<file path="src/rtl/pipelined_fu_pkg.sv">
`default_nettype none
// ============================================================================
// Module      : pipelined_fu_pkg
// Description : Shared types for the pipelined functional unit: the operation
//               mode encoding and the 6-bit serial configuration word.
// Revision    : 1.0 - initial release
// ============================================================================
package pipelined_fu_pkg;

    localparam int FU_CFG_W = 6;

    // Codes 13..15 are unused and behave as pass_a.
    typedef enum logic [3:0] {
        FU_ADD    = 4'd0,
        FU_SUB    = 4'd1,
        FU_PASS_A = 4'd2,
        FU_PASS_B = 4'd3,
        FU_AND    = 4'd4,
        FU_OR     = 4'd5,
        FU_XOR    = 4'd6,
        FU_NOT_A  = 4'd7,
        FU_SHL    = 4'd8,
        FU_SHR    = 4'd9,
        FU_MIN    = 4'd10,
        FU_MAX    = 4'd11,
        FU_ACC    = 4'd12
    } fu_mode_e;

    // MSB to LSB: mode[3:0], saturate, is_signed.
    typedef struct packed {
        fu_mode_e mode;
        logic     saturate;
        logic     is_signed;
    } fu_cfg_t;

endpackage
`default_nettype wire

</file>
<file path="src/rtl/pipelined_fu_alu.sv">
`default_nettype none
// ============================================================================
// Module      : fu_alu
// Description : Combinational compute of the functional unit.
//   a_i, b_i  : operands
//   cfg_i     : configuration word {mode, saturate, is_signed}
//   acc_i     : current accumulator value (used by acc mode)
//   result_o  : result (saturated where enabled); in acc mode, the new acc
//   flags_o   : {overflow, carry, zero}
// Revision    : 1.0 - initial release
// ============================================================================
module fu_alu
    import pipelined_fu_pkg::*;
#(
    parameter int WIDTH   = 8,
    parameter int SHAMT_W = $clog2(WIDTH)
) (
    input  logic [WIDTH-1:0]    a_i,
    input  logic [WIDTH-1:0]    b_i,
    input  logic [FU_CFG_W-1:0] cfg_i,
    input  logic [WIDTH-1:0]    acc_i,
    output logic [WIDTH-1:0]    result_o,
    output logic [2:0]          flags_o
);

    localparam logic [WIDTH-1:0] c_umax = {WIDTH{1'b1}};
    localparam logic [WIDTH-1:0] c_smax = {1'b0, {(WIDTH-1){1'b1}}};
    localparam logic [WIDTH-1:0] c_smin = {1'b1, {(WIDTH-1){1'b0}}};

    fu_cfg_t              w_cfg;
    logic [WIDTH-1:0]     w_x;
    logic [WIDTH-1:0]     w_y;
    logic [WIDTH:0]       w_sum;
    logic [WIDTH:0]       w_diff;
    logic                 w_sum_ov;
    logic                 w_diff_ov;
    logic                 w_lt;
    logic [SHAMT_W-1:0]   w_shamt;
    logic [WIDTH-1:0]     w_res;
    logic                 w_carry;
    logic                 w_ov;

    assign w_cfg   = fu_cfg_t'(cfg_i);
    assign w_shamt = b_i[SHAMT_W-1:0];

    // add and acc share one adder; acc adds a_i onto the accumulator.
    assign w_x    = (w_cfg.mode == FU_ACC) ? acc_i : a_i;
    assign w_y    = (w_cfg.mode == FU_ACC) ? a_i   : b_i;
    assign w_sum  = {1'b0, w_x} + {1'b0, w_y};
    assign w_diff = {1'b0, a_i} - {1'b0, b_i};

    // Signed overflow: result sign disagrees with what the operand signs allow.
    assign w_sum_ov  = (w_x[WIDTH-1] == w_y[WIDTH-1]) && (w_sum[WIDTH-1] != w_x[WIDTH-1]);
    assign w_diff_ov = (a_i[WIDTH-1] != b_i[WIDTH-1]) && (w_diff[WIDTH-1] != a_i[WIDTH-1]);

    assign w_lt = w_cfg.is_signed ? ($signed(a_i) < $signed(b_i)) : (a_i < b_i);

    always_comb begin
        w_res   = a_i;
        w_carry = 1'b0;
        w_ov    = 1'b0;
        case (w_cfg.mode)
            FU_ADD, FU_ACC: begin
                w_res   = w_sum[WIDTH-1:0];
                w_carry = w_sum[WIDTH];
                w_ov    = w_sum_ov;
                // A signed overflow always goes in the direction of the
                // first operand's sign, since both operands share it.
                if (w_cfg.saturate) begin
                    if (w_cfg.is_signed) begin
                        if (w_sum_ov) w_res = w_x[WIDTH-1] ? c_smin : c_smax;
                    end else if (w_sum[WIDTH]) begin
                        w_res = c_umax;
                    end
                end
            end
            FU_SUB: begin
                w_res   = w_diff[WIDTH-1:0];
                w_carry = w_diff[WIDTH];
                w_ov    = w_diff_ov;
                if (w_cfg.saturate) begin
                    if (w_cfg.is_signed) begin
                        if (w_diff_ov) w_res = a_i[WIDTH-1] ? c_smin : c_smax;
                    end else if (w_diff[WIDTH]) begin
                        w_res = '0;
                    end
                end
            end
            FU_PASS_A: w_res = a_i;
            FU_PASS_B: w_res = b_i;
            FU_AND:    w_res = a_i & b_i;
            FU_OR:     w_res = a_i | b_i;
            FU_XOR:    w_res = a_i ^ b_i;
            FU_NOT_A:  w_res = ~a_i;
            FU_SHL:    w_res = a_i << w_shamt;
            FU_SHR:    w_res = w_cfg.is_signed ? ($signed(a_i) >>> w_shamt) : (a_i >> w_shamt);
            FU_MIN:    w_res = w_lt ? a_i : b_i;
            FU_MAX:    w_res = w_lt ? b_i : a_i;
            default:   w_res = a_i;
        endcase
    end

    assign result_o = w_res;
    assign flags_o  = {w_ov, w_carry, (w_res == '0)};

endmodule
`default_nettype wire

</file>
<file path="src/rtl/pipelined_fu.sv">
`default_nettype none
// ============================================================================
// Module      : pipelined_fu
// Description : Two-stage pipelined functional unit with valid/ready
//               handshakes and a daisy-chainable serial configuration port.
//   clk_i, rst_i                      : clock, synchronous active-high reset
//   program_en_i / program_data_i     : serial config shift enable / data in
//   program_data_o                    : serial config data out to next unit
//   in_valid_i / in_ready_o, a_i, b_i : operand pair handshake
//   out_valid_o / out_ready_i         : result handshake
//   result_o, flags_o                 : result, {overflow, carry, zero}
// Revision    : 1.0 - initial release
// ============================================================================
module pipelined_fu
    import pipelined_fu_pkg::*;
#(
    parameter int WIDTH   = 8,
    parameter int SHAMT_W = $clog2(WIDTH)
) (
    input  logic             clk_i,
    input  logic             rst_i,
    input  logic             program_en_i,
    input  logic             program_data_i,
    output logic             program_data_o,
    input  logic             in_valid_i,
    output logic             in_ready_o,
    input  logic [WIDTH-1:0] a_i,
    input  logic [WIDTH-1:0] b_i,
    output logic             out_valid_o,
    input  logic             out_ready_i,
    output logic [WIDTH-1:0] result_o,
    output logic [2:0]       flags_o
);

    // Configuration chain
    logic [FU_CFG_W-1:0] r_shift;
    logic                r_prog_out;
    logic                r_prog_en_d;
    fu_cfg_t             r_cfg;
    logic                w_cfg_load;
    fu_cfg_t             w_cfg_eff;

    // Pipeline
    logic                r_s1_valid;
    logic [WIDTH-1:0]    r_s1_a;
    logic [WIDTH-1:0]    r_s1_b;
    fu_cfg_t             r_s1_cfg;
    logic                r_s2_valid;
    logic [WIDTH-1:0]    r_result;
    logic [2:0]          r_flags;
    logic [WIDTH-1:0]    r_acc;

    logic                w_s2_free;
    logic                w_accept;
    logic                w_s1_adv;
    logic [WIDTH-1:0]    w_alu_res;
    logic [2:0]          w_alu_flags;

    assign w_s2_free  = !r_s2_valid || out_ready_i;
    assign in_ready_o = !program_en_i && (!r_s1_valid || w_s2_free);
    assign w_accept   = in_valid_i && in_ready_o;
    assign w_s1_adv   = r_s1_valid && w_s2_free;

    // The config loads on the first cycle with program_en_i low after a
    // shift burst. An operand accepted in that same cycle picks up the new
    // config directly, so it never runs with the configuration being replaced.
    assign w_cfg_load = r_prog_en_d && !program_en_i;
    assign w_cfg_eff  = w_cfg_load ? fu_cfg_t'(r_shift) : r_cfg;

    always_ff @(posedge clk_i) begin
        if (rst_i) begin
            r_shift     <= '0;
            r_prog_out  <= 1'b0;
            r_prog_en_d <= 1'b0;
            r_cfg       <= '0;
        end else begin
            r_prog_en_d <= program_en_i;
            if (program_en_i) begin
                r_shift    <= {r_shift[FU_CFG_W-2:0], program_data_i};
                r_prog_out <= r_shift[FU_CFG_W-1];
            end
            if (w_cfg_load) r_cfg <= fu_cfg_t'(r_shift);
        end
    end

    always_ff @(posedge clk_i) begin
        if (rst_i) begin
            r_s1_valid <= 1'b0;
            r_s1_a     <= '0;
            r_s1_b     <= '0;
            r_s1_cfg   <= '0;
        end else if (w_accept) begin
            r_s1_valid <= 1'b1;
            r_s1_a     <= a_i;
            r_s1_b     <= b_i;
            r_s1_cfg   <= w_cfg_eff;
        end else if (w_s1_adv) begin
            r_s1_valid <= 1'b0;
        end
    end

    // Stage 2 only changes when it can take a new item, which keeps the
    // result and flags stable under backpressure.
    always_ff @(posedge clk_i) begin
        if (rst_i) begin
            r_s2_valid <= 1'b0;
            r_result   <= '0;
            r_flags    <= '0;
        end else if (w_s2_free) begin
            r_s2_valid <= r_s1_valid;
            if (r_s1_valid) begin
                r_result <= w_alu_res;
                r_flags  <= w_alu_flags;
            end
        end
    end

    // The clear on config load wins over an acc item entering stage 2 in
    // the same cycle; that item still reports the value computed from the
    // old accumulator.
    always_ff @(posedge clk_i) begin
        if (rst_i) begin
            r_acc <= '0;
        end else if (w_cfg_load) begin
            r_acc <= '0;
        end else if (w_s1_adv && (r_s1_cfg.mode == FU_ACC)) begin
            r_acc <= w_alu_res;
        end
    end

    fu_alu #(
        .WIDTH   (WIDTH),
        .SHAMT_W (SHAMT_W)
    ) u_alu (
        .a_i      (r_s1_a),
        .b_i      (r_s1_b),
        .cfg_i    (r_s1_cfg),
        .acc_i    (r_acc),
        .result_o (w_alu_res),
        .flags_o  (w_alu_flags)
    );

    assign program_data_o = r_prog_out;
    assign out_valid_o    = r_s2_valid;
    assign result_o       = r_result;
    assign flags_o        = r_flags;

endmodule
`default_nettype wire

</file>
<file path="config.mk">
export PLATFORM = sky130hd
export DESIGN_NAME = pipelined_fu
export DESIGN_NICKNAME = d
export VERILOG_FILES = /design/src/rtl/pipelined_fu_pkg.sv /design/src/rtl/pipelined_fu_alu.sv /design/src/rtl/pipelined_fu.sv
export SDC_FILE = /design/constraint.sdc
export NUM_CORES = 1
export LEC_CHECK = 0
export ABC_AREA = 1
export BUFFER_PORTS_ARGS = -buffer_cell sky130_fd_sc_hd__clkbuf_2
export CAP_MARGIN = 0
export CORE_MARGIN = 4
export CORE_UTILIZATION = 45
export CTS_BUF_LIST = sky130_fd_sc_hd__clkbuf_2
export DETAILED_ROUTE_END_ITERATION = 8
export PLACE_DENSITY = 0.62
export SKIP_CTS_REPAIR_TIMING = 1
export SLEW_MARGIN = 20
export SYNTH_ARGS = -nofsm -noshare
export SYNTH_HDL_FRONTEND = slang
export SYNTH_SLANG_ARGS = --single-unit
</file>
<file path="constraint.sdc">
create_clock -name clk_i -period 4.2 [get_ports clk_i]
set_input_delay 0.42 -clock clk_i [delete_from_list [all_inputs] [get_ports clk_i]]
set_output_delay 0.42 -clock clk_i [all_outputs]
set_load 0.01 [all_outputs]
</file>
After elaboration in Yosys (flattened, before gate mapping)
Cells that the tools add are included.
- output and inout port bits: 14
- input bits: 22
- word-level logic and storage cells: 82
- flip-flop bits (word level): 57
- order comparisons: 2
- shift operators: 3
- equal/unequal tests: 15
- add/subtract/negate cells: 2
- bitwise logic cells: 4
- multiplexer cells: 22
- reductions and logical operators: 18
- operator list (operator ; count):
    $mux 8 ; 15
    $pmux 8 s11 ; 1
    $eq 4x4->1 const B ; 5
    $eq 4x3->1 const B ; 4
    $lt 8x8->1 ; 2
    $add 8x8->9 ; 1
    $sub 8x8->9 ; 1
    $and 8x8->8 ; 1
    $logic_not 8->1 ; 1
    $not 8->8 ; 1
    $or 8x8->8 ; 1
    $shl 8x3->8 ; 1
    $shr 8x3->8 ; 1
    $sshr 8x3->8 ; 1
    $xor 8x8->8 ; 1
    $logic_and 1x1->1 ; 7
    $mux 6 ; 1
    $eq 4x1->1 const B ; 1
    $eq 4x2->1 const B ; 1
    $logic_not 4->1 ; 1
    $pmux 1 s2 ; 2
    $reduce_or 2->1 ; 2
    $logic_not 1->1 ; 3
    $mux 1 ; 3
    other kinds (5) ; 8

Depth between registers and ports, before layout
- depth after elaboration: 10
- mapped depth: 28
- mapped depth without buffers: 28

By module
From an unflattened synthesis, not the netlist that was laid out.
- cells, all modules: 898
- area, all modules: 5252.5 um^2
- modules (own cells, without submodules) (module ; cells each ; times used ; sequential area each (um^2) ; area each (um^2)):
    fu_alu ; 580 ; 1 ; 0.0 ; 2996.6
    pipelined_fu ; 318 ; 1 ; 1141.1 ; 2255.9

Least setup slack after synthesis
Ideal clock, no wire load.
- path kind: flip-flop to flip-flop
- from: register r_s1_cfg[2] (netlist bit)
- to: register r_flags[0] (netlist: flags_o[0])
- setup slack: 0.704 ns
- cell stages (with the launch flop): 25
- clock period less this slack: 3.496 ns
- path buffers: 1
- setup time: 0.066 ns
- data required time: 4.134 ns
- arrival time: 3.430 ns
- cell sequence: dfxtp_1 -> nor2_4 -> nand2_4 -> clkbuf_1 -> nand2_1 -> o21ai_0 -> ha_1 -> nand2_1 -> nand2_1 -> nand2_1 -> nand3_1 -> a21oi_1 -> o21bai_1 -> fa_1 -> inv_1 -> nand3_1 -> nand3_2 -> o21a_1 -> nor2_1 -> nand3_1 -> nor2_1 -> nand2_1 -> nor2_1 -> nand3_1 -> a21oi_2
- longest elaborated chain between the ends: 10
- elaborated cells between the ends (all ways): 26
- those cells by class: add/sub (1); eq/ne (13); mux (8); reduce/logical (4)
- ends and longest elaborated chain (item ; line ; text):
    from (decl) ; pipelined_fu.sv:47 ; fu_cfg_t r_s1_cfg;
    from (signal assigned) ; pipelined_fu.sv:96 ; r_s1_cfg <= w_cfg_eff;
    $eq 4x4->1 ; pipelined_fu_alu.sv:47, pipelined_fu_alu.sv:48, pipelined_fu_alu.sv:62 ;
    $mux 8, on equally long branches ; pipelined_fu_alu.sv:47, pipelined_fu_alu.sv:48 ;
    $add 8x8->9 ; pipelined_fu_alu.sv:49 ; assign w_sum = {1'b0, w_x} + {1'b0, w_y};
    $ne 1x1->1 ; pipelined_fu_alu.sv:53 ; assign w_sum_ov = (w_x[WIDTH-1] == w_y[WIDTH-1]) && (w_sum[WIDTH-1] != w_x[WIDTH-1]);
    $logic_and 1x1->1 ; pipelined_fu_alu.sv:53 ;
    $mux 8 ; pipelined_fu_alu.sv:71 ; if (w_sum_ov) w_res = w_x[WIDTH-1] ? c_smin : c_smax;
    $mux 8 ; pipelined_fu_alu.sv:70 ; if (w_cfg.is_signed) begin
    $mux 8 ; pipelined_fu_alu.sv:69 ; if (w_cfg.saturate) begin
    $pmux 8 s11 (*) ; pipelined_fu_alu.sv:62 ; case (w_cfg.mode)
    $logic_not 8->1 (*) ; pipelined_fu_alu.sv:104 ; assign flags_o = {w_ov, w_carry, (w_res == '0)};
    to (signal assigned) ; pipelined_fu.sv:113 ; r_flags <= w_alu_flags;
    to (decl) ; pipelined_fu.sv:50 ; logic [2:0] r_flags;
Mark *: on every way between the ends. The rest lies on a longest branch, timed or not.
A chain may end at the register's enable or synchronous reset.

Final worst setup path
- from: register r_s1_cfg[3] (netlist bit)
- to: register r_flags[0] (netlist: flags_o[0])
The elaborated chain is that of the path after synthesis.

==> impl_metrics.yaml <==
run_status:
  outcome: "finished, final reports clean"
cts:
  cts-root-buf: "clkbuf_2"
  clk_pin_slew_ns: 0.21
  cts-htree-levels: 3
  cts_buffers: 9
  clk_latency_ns: 0.49
  cts_tree: "yes"
  clock-sinks: 57
  clock_tree.buffer_depth: 2
route:
  vias_per_cell: 5.43
  first_pass_iters: 5
  wl_per_cell_um: 16.7
  postRouteAntennaNets: 0
  vias: 5205
  drt_iter0_drc: 452
  drc: 0
  totalWireLength_um: 16000
placement:
  dpl_cell_area_um2: 5190
  globalplace.congestion: 1.01
  hpwl_um: 12700
  port_buffers: 35
logic_synthesis:
  synthTopCellsByArea: "dfxtp_1, nand2_1, ha_1, o21ai_0, inv_1"
  netlist.area_leader.share_pct: 24.2
  syn-num-nets: 821
  synth-seq-cells: 57
  syn_area_um2: 4720
  async_flop_share_pct: 0
  synth_edf_count: 0
  ys_seq_area_share_pct: 24.2
  syn_avg_cell_area_um2: 6.20
  yosysMostFrequentCell: "nand2_1"
  yosys-top-cells-count: "nand2_1, inv_1, nor2_1"
  synthesis.instances: 762
  synth_largest_area_cell: "dfxtp_1"
  ys.flop_type: "dfxtp_1"
  synth.yosys.warnings: 0
  yosysUniqueCellTypes: 42
sta:
  slew_headroom_pct: 38.3
  hold_violations: 0
  tightest_slew_ns: 0.923
  layout_min_cycle_time_ns: 3.86
  setup_viol: 0
  rsz0062_at_grt: "false"
  fin_setup_tns_ns: 0
  skew_ns: 0.0347
  max_freq_ghz: 0.259
  holdWs_ns: 0.192
  maxSlewViolCount: 0
  period_share_pct: 91.8
cells_and_area:
  drive_gt1_share_pct: 15.7
  diodes: 0
  post-route-cell-area_um2: 5330
  nFillCells: 1099
  fin_nets: 876
  final_core_util_pct: 51.8
  syn_to_final_growth_pct: 12.7
flow_run:
  maxCapViolations: 0
power_and_ir_drop:
  peakVddDrop_mv: 0.226
  combPwrFrac_pct: 33.4
  cellLeakagePower_nw: 2.70
  clkPwrFrac_pct: 26.2
  power.internal_w: 0.000870
  power_density_nw_per_um2: 271
  swShare_pct: 39.7
  power.switching_w: 0.000572
  seqPwrFrac_pct: 40.4
worst_setup_path:
  worstPathArrival_ns: 4.30
  endpoint_kind: "flop"
  critPathKind: "reg2reg"
  crit_path_frequent_cell: "nand2_1"
  crit_path_top_delay_cell: "fa_1"
  required_ns: 4.65
  crit_family: "simple AND/OR/NAND/NOR gates"
  cpPeakStageDelay_ns: 0.54
  start_kind: "flop"
  crit_fanout: 23
  worst-path-buf-inv: 3
grt:
  grt-ovfl-total: 0
  grt_max_degree: 37
  grt_use_total_pct: 25.7
  grt_first_pass_wirelength_um: 25100
  antenna_found_initial: 0
  grt_pass1_vias: 4821
die:
  core_um2: 10300
  initial_core_util_pct: 46.0
  pin_count: 36
  die_w_um: 110
  die_h_um: 110
  rows: 37
  dieArea_um2: 12200
min_path:
  hp-class: "in2reg"
-- flip-flops by register name, summed over array words and instances, names as in the netlist --
signal,count
flags_o,3
out_valid_o,1
program_data_o,1
r_acc,8
r_cfg,6
r_prog_en_d,1
r_s1_a,8
r_s1_b,8
r_s1_cfg,6
r_s1_valid,1
r_shift,6
result_o,8
-- worst reg2reg max path, cell delays in order (launching register included) --
cell and delay (ns):
dfxtp_4 0.41, nor2_4 0.23, nand2_4 0.08, buf_4 0.21
nand2_1 0.08, o21ai_0 0.09, ha_1 0.37, nand2_1 0.10
nand2_1 0.05, nand2_1 0.05, nand3_1 0.12, a21oi_1 0.16
o21bai_1 0.09, fa_1 0.54, inv_1 0.09, nand3_1 0.10
nand3_2 0.11, inv_2 0.07, nand2_2 0.05, nand2_1 0.06
nand2_1 0.04, nand2_1 0.05, nand3_1 0.12, nor2_2 0.15
nand2_1 0.06, nor2_1 0.11, nand3_1 0.10, a21oi_2 0.12
-- routing by layer --
layer  track usage (%)  share of wire, %  routed length, um  vias to the layer above
met2              39.8                44               7030                      213
met5                 0                 0                  0                        -
li1                  -                 -                  -                     2581
met3              5.59               7.3               1170                       42
met4              8.95               3.5                559                        0
met1              35.1                45               7230                     2369
-- power groups by stage --
stage	logic (W)	clock network, W	registers, W
4_1_cts	0.000472	0.000384	0.000583
5_1_grt	0.000532	0.000411	0.000586
6_report	0.000481	0.000378	0.000583
3_3_place_gp	0.000466	0	0.000593
2_1_floorplan	0.000312	0	0.000598
3_5_place_dp	0.000470	0	0.000594
-- cell families after synthesis --
kind of cell	count (synthesis)	synth area share (%)
multiplexers	4	0.847
flip-flops	57	24.2
AO/OA/AOI/OAI	169	19.9
buffers and inverters	118	9.53
XOR/XNOR	5	0.927
AND/OR/NAND/NOR	372	34.2
adder cells (fa/ha/maj)	37	10.4
-- worst paths after layout --
| kind | from | endpoint | slack [ns] | depth (start not counted) |
|---|---|---|---|---|
| min reg2reg | r_shift[5] | r_shift[5] | 0.51 | 2 |
| max reg2reg | r_s1_cfg[3] | flags_o[0] | 0.34 | 27 |
| max | r_s1_cfg[3] | flags_o[0] | 0.34 | 27 |
| min | program_en_i | r_shift[1] | 0.19 | 2 |
-- per-stage QoR --
stage | power [W] | std cells | setup WS (ns)
global placement | 0.00106 | 941 | 0.232
global route | 0.00153 | 958 | 0.0295
CTS | 0.00144 | 957 | 0.155
floorplan | 0.000910 | 762 | 0.704
finish | 0.00144 | 958 | 0.345
detailed placement | 0.00106 | 941 | 0.154
-- final cells by class --
class	instances	area (um^2)	share of cell area, %
well taps	136	170	3.19
flip-flops and latches	57	1150	21.6
clock inverters	6	67.6	1.27
inverters	101	384	7.21
clock buffers	10	50.0	0.940
multi-input cells	587	3140	58.9
repair buffers	61	370	6.95
-- cell usage in the layout, fill, tap and decap left out, types with 4 or more instances in the layout --
cell type  count
a21oi_1       62
a21oi_2        4
buf_4         26
clkbuf_2      45
dfxtp_1       53
fa_1           4
ha_1          33
inv_1         85
inv_2         11
mux2i_1        4
nand2_1      199
nand2_2        8
nand3_1       51
nand3_2        5
nand3b_1       5
nor2_1        81
nor2_2         6
nor2_4         4
o211ai_1      11
o21a_1         4
o21ai_0       67
o21ai_1        7
xor2_1         4
Note: power is estimated with default switching activity, not from simulation.
